<file path="config.mk">
export PLATFORM = sky130hd
export DESIGN_NAME = muldiv_unit_flat
export DESIGN_NICKNAME = d
export VERILOG_FILES = /design/src/rtl/muldiv_unit_if.sv /design/src/rtl/muldiv_unit.sv /design/src/flat_wrapper.sv
export SDC_FILE = /design/constraint.sdc
export NUM_CORES = 1
export LEC_CHECK = 0
export BUFFER_PORTS_ARGS = -buffer_cell sky130_fd_sc_hd__buf_2
export CAP_MARGIN = 20
export CORE_ASPECT_RATIO = 2
export CORE_MARGIN = 4
export CORE_UTILIZATION = 61
export DETAILED_ROUTE_END_ITERATION = 8
export GPL_ROUTABILITY_DRIVEN = 0
export PLACE_DENSITY = 0.82
export SYNTH_ARGS = -nofsm -noshare
export SYNTH_HDL_FRONTEND = slang
export SYNTH_SLANG_ARGS = --single-unit
</file>
<file path="constraint.sdc">
create_clock -name clk -period 3.3 [get_ports clk]
set_clock_uncertainty 0.1 [all_clocks]
set_input_delay 0.495 -clock clk [delete_from_list [all_inputs] [get_ports clk]]
set_output_delay 0.495 -clock clk [all_outputs]
set_load 0.01 [all_outputs]
</file>
<file path="src/rtl/muldiv_unit_if.sv">
// Core-side handshake bundle for the iterative multiply/divide unit.
// The core drives the request fields and reads back status and HI/LO.
interface muldiv_unit_if #(parameter int N = 32);
  logic         start;
  logic [2:0]   op;
  logic [N-1:0] a;
  logic [N-1:0] b;
  logic         cancel;
  logic         busy;
  logic         done;
  logic [N-1:0] hi;
  logic [N-1:0] lo;

  modport master (output start, op, a, b, cancel, input busy, done, hi, lo);
  modport slave  (input start, op, a, b, cancel, output busy, done, hi, lo);
endinterface

</file>
<file path="src/rtl/muldiv_unit.sv">
// Iterative signed/unsigned multiply/divide that owns HI/LO.
// The operation runs on operand magnitudes for N cycles, then a FIX cycle applies signs.
module muldiv_unit #(
  parameter int N = 32
) (
  input  logic          clk,
  input  logic          rst_n,
  muldiv_unit_if.slave  bus
);
  localparam int CW = $clog2(N+1);

  typedef enum logic [1:0] {IDLE, CALC, FIX} state_t;

  state_t        state;
  logic [CW-1:0] cnt;
  logic [N:0]    acc;     // product high half / partial remainder
  logic [N-1:0]  sreg;    // multiplier / dividend shifting into quotient
  logic [N-1:0]  opnd;    // multiplicand / divisor magnitude
  logic          is_div, neg_lo, neg_hi, dz;
  logic [N-1:0]  hi_q, lo_q;
  logic          busy_q, done_q;

  // Operand preparation: op[0]=0 selects the signed variants of mult/div.
  logic         sa, sb;
  logic [N-1:0] mag_a, mag_b;
  always_comb begin
    sa    = bus.a[N-1] & ~bus.op[0];
    sb    = bus.b[N-1] & ~bus.op[0];
    mag_a = sa ? (~bus.a + 1'b1) : bus.a;
    mag_b = sb ? (~bus.b + 1'b1) : bus.b;
  end

  // One iteration of shift-add or restoring division.
  logic [N:0]   sum, msel, shifted;
  logic [N+1:0] diff;
  logic [N:0]   acc_nxt;
  logic [N-1:0] sreg_nxt;
  always_comb begin
    sum      = acc + {1'b0, opnd};
    msel     = sreg[0] ? sum : acc;
    shifted  = {acc[N-1:0], sreg[N-1]};
    diff     = {1'b0, shifted} - {2'b0, opnd};
    acc_nxt  = {1'b0, msel[N:1]};
    sreg_nxt = {msel[0], sreg[N-1:1]};
    if (is_div) begin
      if (!diff[N+1]) begin
        acc_nxt  = diff[N:0];
        sreg_nxt = {sreg[N-2:0], 1'b1};
      end else begin
        acc_nxt  = shifted;
        sreg_nxt = {sreg[N-2:0], 1'b0};
      end
    end
  end

  // Sign correction applied in FIX.
  logic [2*N-1:0] prod, prod_s;
  logic [N-1:0]   quo, rem;
  always_comb begin
    prod   = {acc[N-1:0], sreg};
    prod_s = neg_lo ? (~prod + 1'b1) : prod;
    quo    = neg_lo ? (~sreg + 1'b1) : sreg;
    rem    = neg_hi ? (~acc[N-1:0] + 1'b1) : acc[N-1:0];
  end

  always_ff @(posedge clk or negedge rst_n) begin
    if (!rst_n) begin
      state  <= IDLE;
      cnt    <= '0;
      acc    <= '0;
      sreg   <= '0;
      opnd   <= '0;
      is_div <= 1'b0;
      neg_lo <= 1'b0;
      neg_hi <= 1'b0;
      dz     <= 1'b0;
      hi_q   <= '0;
      lo_q   <= '0;
      busy_q <= 1'b0;
      done_q <= 1'b0;
    end else begin
      done_q <= 1'b0;
      if (bus.cancel) begin
        state  <= IDLE;
        busy_q <= 1'b0;
      end else begin
        case (state)
          IDLE: begin
            if (bus.start) begin
              case (bus.op)
                3'b000, 3'b001, 3'b010, 3'b011: begin
                  state  <= CALC;
                  busy_q <= 1'b1;
                  cnt    <= '0;
                  acc    <= '0;
                  sreg   <= mag_a;
                  opnd   <= mag_b;
                  is_div <= bus.op[1];
                  neg_lo <= sa ^ sb;
                  neg_hi <= bus.op[1] ? sa : (sa ^ sb);
                  dz     <= (bus.b == '0);
                end
                3'b100:  hi_q <= bus.a;
                3'b101:  lo_q <= bus.a;
                default: ;
              endcase
            end
          end
          CALC: begin
            acc  <= acc_nxt;
            sreg <= sreg_nxt;
            cnt  <= cnt + 1'b1;
            if (cnt == CW'(N-1)) state <= FIX;
          end
          FIX: begin
            // Zero divisor leaves |a| as remainder, so only LO needs forcing.
            if (is_div) begin
              hi_q <= rem;
              lo_q <= dz ? '1 : quo;
            end else begin
              hi_q <= prod_s[2*N-1:N];
              lo_q <= prod_s[N-1:0];
            end
            state  <= IDLE;
            busy_q <= 1'b0;
            done_q <= 1'b1;
          end
          default: state <= IDLE;
        endcase
      end
    end
  end

  assign bus.busy = busy_q;
  assign bus.done = done_q;
  assign bus.hi   = hi_q;
  assign bus.lo   = lo_q;
endmodule
</file>
<file path="src/flat_wrapper.sv">
// flat-port wrapper written by rule: the top's interface ports become plain ports
module muldiv_unit_flat 
#(
  parameter int N = 32
)
  (clk, rst_n, bus_start, bus_op, bus_a, bus_b, bus_cancel, bus_busy, bus_done, bus_hi, bus_lo);
  muldiv_unit_if #(.N(N)) bus_i ();
  input  logic clk;
  input  logic rst_n;
  input wire logic [$bits(bus_i.start)-1:0] bus_start;
  input wire logic [$bits(bus_i.op)-1:0] bus_op;
  input wire logic [$bits(bus_i.a)-1:0] bus_a;
  input wire logic [$bits(bus_i.b)-1:0] bus_b;
  input wire logic [$bits(bus_i.cancel)-1:0] bus_cancel;
  output wire logic [$bits(bus_i.busy)-1:0] bus_busy;
  output wire logic [$bits(bus_i.done)-1:0] bus_done;
  output wire logic [$bits(bus_i.hi)-1:0] bus_hi;
  output wire logic [$bits(bus_i.lo)-1:0] bus_lo;
  assign bus_i.start = bus_start;
  assign bus_i.op = bus_op;
  assign bus_i.a = bus_a;
  assign bus_i.b = bus_b;
  assign bus_i.cancel = bus_cancel;
  assign bus_busy = bus_i.busy;
  assign bus_done = bus_i.done;
  assign bus_hi = bus_i.hi;
  assign bus_lo = bus_i.lo;
  muldiv_unit #(.N(N)) u_core (.clk(clk), .rst_n(rst_n), .bus(bus_i));
endmodule
</file>
Word-level counts from Yosys, hierarchy flattened
Cells that the tools add are included.
Word-level totals
  bits in registers: 175
  input bits: 71
  output and inout port bits: 66
  word-level logic and storage cells: 99
Cells by class
  $add $sub $neg: 8
  eq/ne operators: 15
  multiplexer cells: 40
  bitwise operators: 10
  reduce and logical (&&, ||, !) cells: 13
Operators by type and width (count)
  2-to-1 mux 32 bit: 14
  one-hot mux 32 bit (2 select lines): 3
  2-to-1 mux 33 bit: 5
  adder 32 x 1 -> 32 bit (second input constant): 4
  NOT 32 bit: 4
  one-hot mux 33 bit (2 select lines): 1
  adder 64 x 1 -> 64 bit (second input constant): 1
  2-to-1 mux 64 bit: 1
  NOT 64 bit: 1
  subtractor 33 x 32 -> 34 bit: 1
  adder 33 x 32 -> 33 bit: 1
  zero test 32 bit: 1
  AND reduction 4 bit: 4
  2-to-1 mux 6 bit: 2
  one-hot mux 6 bit (2 select lines): 1
  2-to-1 mux 2 bit: 4
  inequality test 2 bit (second input constant): 4
  2-to-1 mux 1 bit: 7
  adder 6 x 1 -> 6 bit (second input constant): 1
  == test 3 x 2 -> 1 bit (second input constant): 2
  == test 3 bit (second input constant): 2
  == test 6 x 5 -> 1 bit (second input constant): 1
  inequality test 3 bit (second input constant): 2
  AND reduction 3 bit: 2
  other kinds (14): 17

Longest topological paths before layout
  depth after elaboration: 6
  gate-level depth with buffers: 16
  depth with buffers taken out: 13

Least setup slack after synthesis
OpenSTA, ideal clock, no wires.
  path kind: register -> register
  from: register u_core.opnd[1]
  to: register u_core.acc[24]
  setup time: 0.122 ns
  arrival: 2.729 ns
  data required time: 3.078 ns
  path slack: 0.350 ns
  cell stages (with the launch flop): 14
  path buffers: 3
  period minus slack after synthesis: 2.950 ns
  cell sequence: dfrtp_1 > inv_1 > ha_1 > nor2b_1 > o31a_1 > o31ai_1 > o211ai_1 > nand4b_1 > and3_1 > clkbuf_1 > buf_2 > buf_2 > o211ai_1 > a32o_1
Between the ends
  word-level cells in the longest chain between the ends: 4
  elaborated cells on any way between the ends: 6
  those cells by class: 2 x add/sub; 4 x mux
RTL lines
  start, declared: line muldiv_unit.sv:18  | logic [N-1:0] opnd;
  start signal, assigned: line muldiv_unit.sv:97  | opnd <= mag_b;
  adder 33 x 32 -> 33 bit or subtractor 33 x 32 -> 34 bit (tied branches): line muldiv_unit.sv:39, muldiv_unit.sv:42
  2-to-1 mux 33 bit, on equally long branches: line muldiv_unit.sv:40, muldiv_unit.sv:46
  2-to-1 mux 33 bit *: line muldiv_unit.sv:45  | if (is_div) begin
  one-hot mux 33 bit (2 select lines) *: line muldiv_unit.sv:87  | case (state)
  end signal, assigned: line muldiv_unit.sv:110  | acc <= acc_nxt;
  end, declared: line muldiv_unit.sv:16  | logic [N:0] acc;
Mark *: on every way between the ends. The rest lies on a longest branch, timed or not.
A chain may end at the register's enable or synchronous reset.

Final worst setup path
  from: register u_core.acc[0]
  to: register u_core.acc[30]
Between the ends
  word-level cells in the longest chain between the ends: 4
  elaborated cells on any way between the ends: 6
  those cells by class: 2 x add/sub; 4 x mux
RTL lines (line)
  adder 33 x 32 -> 33 bit or subtractor 33 x 32 -> 34 bit (tied branches): muldiv_unit.sv:39, muldiv_unit.sv:42
  2-to-1 mux 33 bit, on equally long branches: muldiv_unit.sv:40, muldiv_unit.sv:46
  2-to-1 mux 33 bit *: muldiv_unit.sv:45
  one-hot mux 33 bit (2 select lines) *: muldiv_unit.sv:87
Marked as above.

==> impl_results.rst <==
.. list-table::
   :header-rows: 1

   * - Metric
     - Value
   * - Final hold violation count
     - 0
   * - Internal
     - around 8000 µW
   * - Synthesized flop and latch total
     - 175
   * - Max-cap violation count
     - 0
   * - Number of enable flip-flop cells after synthesis
     - 0
   * - Post-detail-place hpwl
     - 36700 µm
   * - Total iterations of the first detailed-routing run
     - 6
   * - DR WL/cell
     - 21.1 µm
   * - Leakage power
     - 0.00782 µW
   * - Number of library cell types mapped by synthesis
     - 70
   * - Floorplan die height
     - 228 µm
   * - Number of buffers between clock root and the deepest sink
     - 2
   * - Net switching power
     - 7270 µW
   * - Port buffer count
     - roughly 140
   * - Share of layout cells above drive strength 1
     - 16.6%
   * - Yosys Warn Count
     - 0
   * - First-pass GRT wire length
     - 77900 µm
   * - Row count
     - 80
   * - Mean instance size in the synthesized netlist
     - roughly 7.7 µm²
   * - Number of antenna violations at the first check in global routing
     - 2
   * - CTS tree
     - done
   * - Tightest hold margin
     - 0.208 ns
   * - Largest cells by area after synthesis
     - sky130_fd_sc_hd__dfrtp_1 (30%), sky130_fd_sc_hd__o21ai_0 (8.7%), sky130_fd_sc_hd__nand2_1 (7.7%), sky130_fd_sc_hd__xnor2_1 (6.6%), sky130_fd_sc_hd__ha_1 (5.8%)
   * - Power density over the cells
     - 888 nW/µm²
   * - Detailed Route WL
     - 50300 µm
   * - Fraction of power spent switching nets
     - 47.5%
   * - Critical path arrival
     - 3.60 ns
   * - Number of H-tree branching levels
     - 4
   * - Post-route ant nets
     - 0
   * - Area share of the leading cell type in the synthesized netlist
     - 29.7%
   * - Setup WS pre-CTS
     - -0.0501 ns
   * - Die outline width
     - between 100 and 150 µm
   * - Final number of max-transition violations
     - 0
   * - Fraction of registers with async set/reset
     - 100%
   * - Crit path time final
     - 3.37 ns
   * - Num CTS Buffers
     - 17
   * - Result of the run
     - complete, but fails checks
   * - Portion of total power attributed to the clock network
     - 13.5%
   * - Number of vias per cell after detailed routing
     - 6.64
   * - Kind of end point of the critical path
     - register
   * - Growth of design area from synthesis to finish
     - 16.6%
   * - Number of instances in the synthesized netlist
     - between 1.5k and 2k
   * - Fmax
     - 296 MHz
   * - CP startpoint kind
     - register
   * - Path category of the worst min-delay check
     - in2reg
   * - Worst max-slew margin expressed relative to the limit
     - 35.2%
   * - Portion of the clock cycle consumed by the worst path in the final layout
     - 102%
   * - Clock Root Buffer
     - sky130_fd_sc_hd__clkbuf_16
   * - Die footprint
     - ~27000 µm²
   * - Combinational Power Share
     - 64.7%
   * - DR vias
     - around 16k
   * - Netlist Area Pre-Place
     - 14800 µm²
   * - Critical setup path kind
     - reg2reg
   * - Post-route DRC
     - 0
   * - Proportion of power drawn by flip-flops and latches
     - a little over a fifth
   * - Register clock-pin slew on the reported worst setup and hold paths
     - roughly 0.070 ns
   * - Sequential share of the synthesized area
     - between 20 and 30%
   * - Req. time, crit path
     - 3.53 ns
   * - 1st-iter DRT viols
     - 1837
   * - Slew of the pin with the lowest slew margin
     - 0.972 ns
   * - Clk sinks
     - 175
   * - Largest area contributor in the synthesized netlist
     - sky130_fd_sc_hd__dfrtp_1
   * - Overflow left after global routing
     - 0
   * - Violations in the final reports
     - negative setup slack
   * - All-layer global routing usage
     - 36.2%
   * - Count of nets after finishing
     - 2228
   * - Syn Nets
     - 2066
   * - Clock latency on the worst-skew pair
     - between 0.4 and 0.5 ns
   * - Critical Path Fanout Max
     - 6
   * - Slack of the worst reg-to-reg path
     - -0.07 ns
   * - Primary FF master, synth
     - sky130_fd_sc_hd__dfrtp_1
   * - Worst VDD drop
     - 0.000501 V
   * - Number of placed I/O pins
     - 137
   * - Starting density of the core
     - 62.0%
   * - Crit path setup slack, layout
     - -0.0733 ns
   * - Count of final setup violators
     - 4
   * - Placeable Area
     - roughly 24000 µm²
   * - Maximum number of pins on one net before global-route repair
     - 72
   * - Vias in the first global route
     - 15.6k
==> critical path, stage by stage, from the launching register on <==
cell and delay (ns):
sky130_fd_sc_hd__dfrtp_1 0.39, sky130_fd_sc_hd__buf_6 0.14, sky130_fd_sc_hd__ha_1 0.28, sky130_fd_sc_hd__nor2b_4 0.14, sky130_fd_sc_hd__o31a_1 0.16, sky130_fd_sc_hd__o31ai_2 0.07
sky130_fd_sc_hd__buf_4 0.14, sky130_fd_sc_hd__o211ai_1 0.56, sky130_fd_sc_hd__nand4b_1 0.19, sky130_fd_sc_hd__and3_4 0.26, sky130_fd_sc_hd__nand2b_1 0.25, sky130_fd_sc_hd__buf_4 0.26
sky130_fd_sc_hd__o21ai_0 0.19, sky130_fd_sc_hd__o22ai_1 0.11
==> synth_stat cells (all sizes together) (6+ instances only) <==
library cell  count
a21o             33
a22o             14
nor2b            21
mux2i            51
a21oi           121
o211ai           19
nor3b             6
nand2b           20
o22ai            35
nand3            27
o21a             12
o41ai            12
o31ai            29
nor3             35
clkbuf          101
xnor2           112
ha               69
nor4             13
or3              15
nand4            16
or4              13
a211oi           24
nor2            139
inv              52
dfrtp           175
xor2             63
a31oi            23
o21bai            7
and3             12
nand2           303
buf              21
o21ai           269
==> per-stage QoR <==
| stage | instances | TNS, ns | utilization, % | cell area, µm² | total power (µW) |
|---|---|---|---|---|---|
| 6_report | 2388 | -0.120 | 72.3 | 17200 | 15300 |
| 5_1_grt | 2388 | -1.17 | 72.3 | 17200 | 16200 |
| 4_1_cts | 2373 | 0 | 71.0 | 16900 | 14300 |
| 3_5_place_dp | 2340 | -0.0501 | 68.4 | 16300 | 12200 |
| 3_3_place_gp | 2339 | -0.0203 | 68.4 | 16300 | 11900 |
| 2_1_floorplan | 1924 | 0 | - | 14800 | 9370 |
==> area by class of cell <==
type	count	area (µm²)
tap	287	359
timing repair buffer	265	1780
fill	1882	6610
multi-input combinational	1575	9920
clock inverter	12	136
sequential	175	4380
inverter	52	195
clock buffer	20	447
antenna	2	5.00
==> path summary, 6_finish.rpt <==
| path | start | depth (start not counted) | end |
|---|---|---|---|
| min in group asynchronous | rst_n | 2 | u_core.bus.lo[3] |
| worst min-delay path | bus_op[1] | 3 | u_core.is_div |
| worst max-delay path | u_core.acc[0] | 13 | u_core.acc[30] |
| worst max register to register | u_core.acc[0] | 13 | u_core.acc[30] |
| worst min register to register | u_core.bus.lo[30] | 1 | u_core.bus.lo[30] |
| max in group asynchronous | rst_n | 3 | u_core.acc[22] |
==> placed cells by master (no fill, tap or decap), types with 9 or more instances in the layout <==
cell type,instances
sky130_fd_sc_hd__nand2_1,303
sky130_fd_sc_hd__o21ai_0,250
sky130_fd_sc_hd__dfrtp_1,174
sky130_fd_sc_hd__nor2_1,135
sky130_fd_sc_hd__buf_2,135
sky130_fd_sc_hd__a21oi_1,118
sky130_fd_sc_hd__buf_4,118
sky130_fd_sc_hd__xnor2_1,112
sky130_fd_sc_hd__ha_1,67
sky130_fd_sc_hd__xor2_1,63
sky130_fd_sc_hd__inv_1,52
sky130_fd_sc_hd__mux2i_1,51
sky130_fd_sc_hd__o22ai_1,34
sky130_fd_sc_hd__a21o_1,33
sky130_fd_sc_hd__nor3_1,32
sky130_fd_sc_hd__o31ai_1,27
sky130_fd_sc_hd__nand3_1,26
sky130_fd_sc_hd__a211oi_1,21
sky130_fd_sc_hd__nand2b_1,20
sky130_fd_sc_hd__a31oi_1,20
sky130_fd_sc_hd__o211ai_1,19
sky130_fd_sc_hd__clkbuf_16,19
sky130_fd_sc_hd__nor2b_1,18
sky130_fd_sc_hd__nand4_1,16
sky130_fd_sc_hd__or3_1,15
sky130_fd_sc_hd__o21ai_1,15
sky130_fd_sc_hd__a22o_1,14
sky130_fd_sc_hd__o21a_1,12
sky130_fd_sc_hd__and3_1,11
sky130_fd_sc_hd__o41ai_1,10
sky130_fd_sc_hd__or4_1,10
sky130_fd_sc_hd__nor4_1,9
==> power groups by stage <==
stage | clock [µW] | combinational [µW] | sequential (µW)
6_report | 2060 | 9890 | 3340
5_1_grt | 2160 | 10700 | 3380
4_1_cts | 2060 | 8960 | 3280
3_5_place_dp | 0 | 8880 | 3320
3_3_place_gp | 0 | 8640 | 3290
2_1_floorplan | 0 | 6100 | 3270
==> timing repair <==
| item | 4_1_cts | 5_1_grt |
|---|---|---|
| gates resized for setup | 3 | 31 |
| setup endpoints to repair | 3 | 56 |
| hold endpoints to repair | 54 | 0 |
| pin swaps | 1 | 5 |
| gates cloned | 0 | 3 |
| setup buffers | 0 | 8 |
| hold buffers | 1 | 0 |
==> kinds of logic after synthesis <==
logic type	count (synthesis)	share of synthesized area [%]
xor+xnor	175	10.4
buf+inv	174	4.59
flops	175	29.7
compound gates	637	25.9
mux	54	3.69
simple gates	638	19.6
fa+ha+maj	71	6.12
==> routing by layer <==
| layer | wire length, µm | GRT usage [%] | vias to the layer above |
|---|---|---|---|
| met1 | 16300 | 35.0 | 7390 |
| met2 | 25600 | 65.1 | 935 |
| met5 | 0 | 0 | - |
| met3 | 3560 | 6.87 | 342 |
| met4 | 4850 | 30.9 | 0 |
| li1 | - | - | 7194 |
==> registers in the layout, summed over array words and instances, names as in the netlist, 2 cells and up <==
signal and count:
u_core.bus.lo 32, u_core.opnd 32, u_core.sreg 32, u_core.acc 33
u_core.state 2, u_core.bus.hi 32, u_core.cnt 6
(Power assumes the default switching activity.)
